[config.mk]
export PLATFORM = sky130hd
export DESIGN_NAME = sram_fifo_ctrl
export DESIGN_NICKNAME = d
export VERILOG_FILES = /design/src/rtl/sram_fifo_ctrl.sv
export SDC_FILE = /design/constraint.sdc
export NUM_CORES = 1
export LEC_CHECK = 0
export BUFFER_PORTS_ARGS = -buffer_cell sky130_fd_sc_hd__buf_2
export CAP_MARGIN = 20
export CORE_AREA = 2 2 60 90
export DETAILED_ROUTE_END_ITERATION = 10
export DIE_AREA = 0 0 62 92
export PLACE_DENSITY = 0.79
export SETUP_SLACK_MARGIN = 0.2
export SLEW_MARGIN = 20
export SYNTH_ARGS = -nofsm -noshare
export SYNTH_HDL_FRONTEND = slang
export SYNTH_SLANG_ARGS = --single-unit
[constraint.sdc]
create_clock -name I_Clk -period 3 [get_ports I_Clk]
set_input_delay 0.15 -clock I_Clk [delete_from_list [all_inputs] [get_ports I_Clk]]
set_output_delay 0.15 -clock I_Clk [all_outputs]
set_load 0.02 [all_outputs]
[src/rtl/sram_fifo_ctrl.sv]
// sram_fifo_ctrl
//   Show-ahead FIFO controller wrapped around an external single-cycle SRAM.
//   The SRAM's registered read data is the FIFO head stage. A prefetch issues
//   a read whenever the head is empty or is being consumed, so a pop never
//   leaves a bubble while the SRAM still holds entries.
//
// Ports
//   I_Clk, I_Rst_n          clock, async active-low reset
//   I_Flush                 synchronous clear (beats push/pop)
//   I_InValid/O_InReady/I_InData     push side
//   O_OutValid/I_OutReady/O_OutData  pop side (O_OutData = I_RdData)
//   O_Count, O_Empty, O_Full         occupancy status (SRAM + head stage)
//   O_WrEn/O_WrAddr/O_WrData         SRAM write port
//   O_RdEn/O_RdAddr, I_RdData        SRAM read port, registered read data
module sram_fifo_ctrl #(
  parameter int DATA_WIDTH = 32,
  parameter int RAM_DEPTH  = 64,
  localparam int ADDR_WIDTH = $clog2(RAM_DEPTH)
) (
  input  logic                  I_Clk,
  input  logic                  I_Rst_n,
  input  logic                  I_Flush,
  input  logic                  I_InValid,
  output logic                  O_InReady,
  input  logic [DATA_WIDTH-1:0] I_InData,
  output logic                  O_OutValid,
  input  logic                  I_OutReady,
  output logic [DATA_WIDTH-1:0] O_OutData,
  output logic [ADDR_WIDTH:0]   O_Count,
  output logic                  O_Empty,
  output logic                  O_Full,
  output logic                  O_WrEn,
  output logic [ADDR_WIDTH-1:0] O_WrAddr,
  output logic [DATA_WIDTH-1:0] O_WrData,
  output logic                  O_RdEn,
  output logic [ADDR_WIDTH-1:0] O_RdAddr,
  input  logic [DATA_WIDTH-1:0] I_RdData
);

  localparam logic [ADDR_WIDTH:0] DEPTH_C = (ADDR_WIDTH+1)'(RAM_DEPTH);

  // Pointers carry one extra wrap bit so full and empty are distinguishable.
  logic [ADDR_WIDTH:0] r_wptr;
  logic [ADDR_WIDTH:0] r_rptr;
  logic                r_out_valid;

  logic [ADDR_WIDTH:0] w_sram_cnt;
  logic                w_push;
  logic                w_pop;
  logic                w_prefetch;

  // Occupancy of the SRAM proper (excludes the head stage); natural rollover.
  assign w_sram_cnt = r_wptr - r_rptr;

  // Ready depends only on registered state, never on I_OutReady, so a pop
  // cannot open room for a push into a full SRAM in the same cycle.
  assign O_InReady  = (w_sram_cnt != DEPTH_C);
  assign w_push     = I_InValid && O_InReady && !I_Flush;
  assign w_pop      = r_out_valid && I_OutReady && !I_Flush;
  assign w_prefetch = (w_sram_cnt != '0) && (!r_out_valid || I_OutReady) && !I_Flush;

  assign O_WrEn   = w_push;
  assign O_WrAddr = r_wptr[ADDR_WIDTH-1:0];
  assign O_WrData = I_InData;
  assign O_RdEn   = w_prefetch;
  assign O_RdAddr = r_rptr[ADDR_WIDTH-1:0];

  assign O_OutValid = r_out_valid;
  assign O_OutData  = I_RdData;
  assign O_Count    = w_sram_cnt + {{ADDR_WIDTH{1'b0}}, r_out_valid};
  assign O_Empty    = (O_Count == '0);
  assign O_Full     = !O_InReady;

  always_ff @(posedge I_Clk or negedge I_Rst_n) begin
    if (!I_Rst_n) begin
      r_wptr      <= '0;
      r_rptr      <= '0;
      r_out_valid <= 1'b0;
    end else if (I_Flush) begin
      r_wptr      <= '0;
      r_rptr      <= '0;
      r_out_valid <= 1'b0;
    end else begin
      if (w_push)     r_wptr <= r_wptr + 1'b1;
      if (w_prefetch) r_rptr <= r_rptr + 1'b1;
      // A prefetch refills the head; a pop without refill drains it.
      if (w_prefetch)  r_out_valid <= 1'b1;
      else if (w_pop)  r_out_valid <= 1'b0;
    end
  end

endmodule

==> reports/qor.txt, run 1 <==
Setup Viol. Count Final - 0
Final Hold Fails - 0
fraction of final layout cells sized beyond drive strength 1 - 44.0%
Pleak - 0.809 nW
Root Driver - clkbuf_8
sequential area share after synthesis - 20.3%
CP arrival - 2.61 ns
Total Power - 1.69 mW
reg2reg path depth - 10
vias - 1271
GRT Total Usage - 13.4%
Die Y-Extent - 92 um
Final Core Density - 36.5%
FF+latch count, synth - 15
Max Cap Viol - 0
syn nets - 299
relative slew slack - 62.3%
clock buffer count from CTS - 3
IR drop worst, VDD - 332 uV
Worst Hold Path EP - r_wptr[4]$_DFFE_PN0P_
Syn-to-layout area delta - -1.02%
worst hold start - I_Flush
post-route setup slack - 0.243 ns
fraction of registers with async set or reset after synthesis - 100%
TritonCTS clock tree - done
IO Port Bufs - 29
# DRC - 0
CORE AREA - 5000 um2
fin crit period - 2.76 ns
Mean Syn Cell Area - 8.43 um2
r2r endpoint - r_wptr[1]$_DFFE_PN0P_
Slew Viols, Final - 0
most common cell after layout, fill and taps aside - buf_2
cell taking the most area after synthesis - buf_4
Max H-tree Level - 1
Cell variety after synth - 43
IO Count - 158
unrepaired setup endpoints after global routing - true
Detailed Routing Iterations Pass 1 - 4
synth warn - 0
Reg2Reg Launch Point - r_rptr[3]$_DFFE_PN0P_
commonest cells after routing, fill and taps aside - 28 x buf_2, 20 x nor2_1, 12 x dfrtp_1, 11 x buf_4, 10 x inv_1
Clk pin slew, worst setup/hold paths - 0.07 ns
Fill cells - 491
first-pass GRT wire length - 5840 um
die area - 5700 um2
number of global-route vias before repair - 1309
Post-synth EDFFs - 0
Worst Hold Class - in2reg
dpl hpwl - 2740 um
actual slew at the worst max-slew pin - 0.561 ns
largest net degree at the start of global routing - 18
crit path capture type - output port
Starting Density - 36.9%
global route total overflow - 0
Sink Count - 15
Crit path required time - 2.85 ns
Final period util - 91.9%
DRT iter0 DRCs - 25
initial antenna violation count - 0
vias per cell - 5.04
pre-CTS setup slack - 0.204 ns
post-synth top area share - 30.9%
crit path kind - reg2out
hold depth - 2
status - complete, no violations
chip width - 62 um
Pwr Density - 924 nW/um2
Mapped Cells - 219
Min Hold Slack - 0.276 ns
Worst Path Max Fanout - 3
Reg2Reg Setup Slack - 0.51 ns
main flop type after synthesis - dfrtp_1
Worst Skew - 0.00744 ns
Rows - 32
maximum operating frequency - 363 MHz
antenna fix cells - 0
cell area after synthesis - 1850 um2
Clock Path Buffers - 2
Final #Nets - 265
Clock Latency Late Sink - 0.25 ns
Final Wtd Congestion - 0.878
synth top area cells - buf_4 31%, dfrtp_1 20%, ha_1 6.8%, xor2_1 4.7%, nor2_1 4.3%
startpoint types - register
routed wire length - 3820 um
Fin Setup TNS - 0 ns
WL per Instance - 15.2 um
antenna viol nets, final - 0
-- registers in the layout, indices dropped and copies added (netlist names) --
name and flops:
O_OutValid 1, r_rptr 7, r_wptr 7
-- cells in the mapped netlist, types with 3 or more instances --
library cell / count
buf_4: 76
nor2_1: 21
dfrtp_1: 15
inv_1: 11
ha_1: 10
xor2_1: 10
xnor2_1: 9
nand2_1: 7
a21oi_2: 6
nand3_1: 5
o21ai_1: 4
a21o_1: 3
mux2i_1: 3
nand2b_1: 3
nand4_1: 3
-- timing repair --
| action | 4_1_cts | 5_1_grt |
|---|---|---|
| hold endpoints to repair | 15 | 0 |
| hold buffers | 1 | 0 |
| setup buffers | 1 | 8 |
| pin swaps | 2 | 6 |
| endpoints found under the setup margin | 3 | 7 |
| gates resized for setup | 10 | 24 |
-- metrics by stage --
stage	std cells	area [um2]
3_5_place_dp	238	1500
6_report	252	1830
5_1_grt	252	1830
2_1_floorplan	219	1860
3_3_place_gp	238	1500
4_1_cts	244	1620
-- metal layers --
| metal | part of all wire (%) | up-vias | track usage, % |
|---|---|---|---|
| met5 | 0 | - | 0 |
| met4 | 7.1 | 0 | 13.1 |
| met3 | 5.1 | 39 | 1.83 |
| met2 | 53 | 42 | 22.2 |
| met1 | 35 | 615 | 12.9 |
| li1 | - | 575 | - |
-- kinds of logic after synthesis --
logic type	after synthesis	share of synthesized area (%)
fa+ha+maj	11	7.86
simple gates	56	16.6
compound gates	25	10.4
xor+xnor	19	9.01
mux	3	1.63
flops	15	20.3
buf+inv	90	34.1
-- cell type report --
cell class | instances | area, um2 | area share [%]
clock buffer | 3 | 41.3 | 2.26
clock inverter | 1 | 5.00 | 0.274
inverter | 11 | 41.3 | 2.26
multi-input combinational | 114 | 1040 | 57.1
sequential | 15 | 379 | 20.7
tap | 68 | 85.1 | 4.65
timing repair buffer | 40 | 233 | 12.7
-- power breakdown --
| group | internal (mW) | switching, mW |
|---|---|---|
| logic | 0.534 | 0.732 |
| clock network | 0.0922 | 0.0747 |
| registers | 0.227 | 0.0298 |
| total | 0.853 | 0.836 |
-- worst max path at each step --
stage	cells past startpoint	slack, ns	from	endpoint
2_1_floorplan	9	0.28	r_wptr[0]$_DFFE_PN0P_	O_Empty
3_3_place_gp	10	0.28	r_wptr[0]$_DFFE_PN0P_	O_Empty
5_1_grt	10	0.14	r_wptr[0]$_DFFE_PN0P_	O_Empty
6_report	10	0.24	r_wptr[0]$_DFFE_PN0P_	O_Empty
4_1_cts	9	0.17	r_rptr[2]$_DFFE_PN0P_	O_WrEn
3_5_place_dp	10	0.20	r_wptr[0]$_DFFE_PN0P_	O_Empty
-- critical path: stages, from the launching register on --
cell and delay, ns:
dfrtp_1 0.39, inv_2 0.09, ha_4 0.13, inv_1 0.05, fa_2 0.41, xor2_4 0.20, nand3_2 0.11, xnor2_1 0.15
or4_4 0.50, nor4_4 0.13, buf_4 0.17
Note: power is estimated with default switching activity, not from simulation.
==> inputs of run 2 (changes only) <==
CORE_AREA = 2 2 58 87   (was 2 2 60 90)
DIE_AREA = 0 0 60 89   (was 0 0 62 92)
PLACE_DENSITY = 0.84   (was 0.79)
clock period = 3.2 ns   (was 3 ns; I/O delays follow)
==> reports/qor.txt, run 2 (same netlist as run 1, synthesis figures left out) <==
status - complete, no violations
Pwr Density - 814 nW/um2
vias - 1214
WL per Instance - 15.2 um
Root Driver - clkbuf_8
startpoint types - register
crit path kind - reg2out
crit path capture type - output port
Final Wtd Congestion - 0.825
crit-path cells - inv_1 > ha_1 > nand3_1 > a21oi_2 > mux2i_2 > nor2_4 > buf_4 > o21ai_2 > nor2_1 > buf_2
dpl hpwl - 2840 um
Slew Viols, Final - 0
antenna viol nets, final - 0
number of global-route vias before repair - 1184
Detailed Routing Iterations Pass 1 - 4
Setup Viol. Count Final - 0
max incr delay on CP - 0.44 ns
Max H-tree Level - 1
IO Count - 158
Pleak - 0.729 nW
Clk pin slew, worst setup/hold paths - 0.06 ns
Final #Nets - 256
Sink Count - 15
post-CTS setup buffer count - 0
Buf/Inv on CP - 3
relative slew slack - 69.1%
Final Hold Fails - 0
first-pass GRT wire length - 5510 um
Max Cap Viol - 0
actual slew at the worst max-slew pin - 0.460 ns
unrepaired setup endpoints after global routing - false
# DRC - 0
slowest CP cell - dfrtp_1
antenna fix cells - 0
maximum operating frequency - 349 MHz
Gate power share - 69.2%
routed wire length - 3630 um
Starting Density - 40.7%
Worst Hold Class - in2reg
Worst Skew - 0.00182 ns
Worst Path Max Fanout - 7
IR drop worst, VDD - 255 uV
GRT Total Usage - 13.7%
IO Port Bufs - 29
DRT iter0 DRCs - 24
vias per cell - 5.08
clock buffer count from CTS - 3
commonest cells after routing, fill and taps aside - 28 x buf_2, 20 x nor2_1, 15 x dfrtp_1, 11 x inv_1, 10 x ha_1
fraction of final layout cells sized beyond drive strength 1 - 32.0%
CORE AREA - 4540 um2
fin crit period - 2.87 ns
largest net degree at the start of global routing - 18
global route total overflow - 0
Power Internal - 0.628 mW
Fin Setup TNS - 0 ns
Die Y-Extent - 89 um
Final Core Density - 34.7%
TritonCTS clock tree - done
CP arrival - 2.71 ns
Top Family by Delay on Critical Path - compound AO/OA/AOI/OAI gates
Clock Latency Late Sink - 0.24 ns
initial antenna violation count - 0
chip width - 60 um
clock power share - 12.0%
most common cell after layout, fill and taps aside - buf_2
Crit path required time - 3.04 ns
Syn-to-layout area delta - -14.8%
Psw - 0.653 mW
switch share - 51.0%
Final period util - 89.6%
Rows - 30
die area - 5340 um2
Clock Path Buffers - 2
Reg power frac - 18.9%
-- run 2: metal layers --
layer	wire (um)	global-route usage [%]	part of all wire [%]	vias to the layer above
met3	282	3.18	7.8	45
met1	1220	12.2	33	564
met4	282	13.1	7.8	0
li1	-	-	-	556
met5	0	0	0	-
met2	1850	24.3	51	49
-- run 2: timing repair --
action,CTS,global route
endpoints found under the hold margin,15,0
resized for setup,1,6
pin swaps,0,1
setup endpoints to repair,1,3
hold buffers,1,0
-- run 2: worst paths after layout --
check	to	slack, ns	start	cells past startpoint
setup / recovery	O_WrEn	0.33	r_rptr[2]$_DFFE_PN0P_	10
hold / removal	r_wptr[4]$_DFFE_PN0P_	0.30	I_Flush	2
setup reg to reg	r_wptr[1]$_DFFE_PN0P_	0.59	r_rptr[2]$_DFFE_PN0P_	10
hold reg to reg	r_rptr[4]$_DFFE_PN0P_	0.58	r_rptr[4]$_DFFE_PN0P_	2
max in group asynchronous	O_OutValid$_DFFE_PN0P_	2.60	I_Rst_n	2
min in group asynchronous	r_wptr[4]$_DFFE_PN0P_	0.35	I_Rst_n	2
-- run 2: worst register-to-register path: stages (launching register included) --
cell	delay, ns
dfrtp_1	0.44
inv_1	0.10
ha_1	0.41
nand3_1	0.16
a21oi_2	0.26
mux2i_2	0.32
nor2_4	0.11
buf_4	0.19
o21ai_2	0.22
mux2i_1	0.21
nor2_1	0.05
-- run 2: per-stage QoR --
stage	total power, mW	hold WS (ns)	worst slack, ns	instance area, um2	std cells
detailed placement	1.09	0.0901	0.448	1490	234
global route	1.38	0.315	0.160	1570	239
finish	1.28	0.301	0.333	1570	239
CTS	1.25	0.301	0.260	1550	239
floorplan	1.03	-0.136	0.385	1850	219
global placement	1.07	0.0872	0.541	1490	234
-- run 2: area by class of cell --
| class | instances | area [um2] |
|---|---|---|
| well taps | 64 | 80.1 |
| fillers | 480 | 2970 |
| inverters | 11 | 41.3 |
| flip-flops and latches | 15 | 375 |
| clock buffers | 4 | 45.0 |
| repair buffers | 31 | 165 |
| multi-input cells | 114 | 867 |
-- run 2: power by group through the flow --
| stage | Combinational, mW | Sequential [mW] | Clock [mW] |
|---|---|---|---|
| after floorplan | 0.791 | 0.240 | 0 |
| after global placement | 0.825 | 0.243 | 0 |
| after detailed placement | 0.841 | 0.244 | 0 |
| after CTS | 0.854 | 0.241 | 0.155 |
| after global routing | 0.968 | 0.246 | 0.165 |
| final | 0.887 | 0.242 | 0.153 |
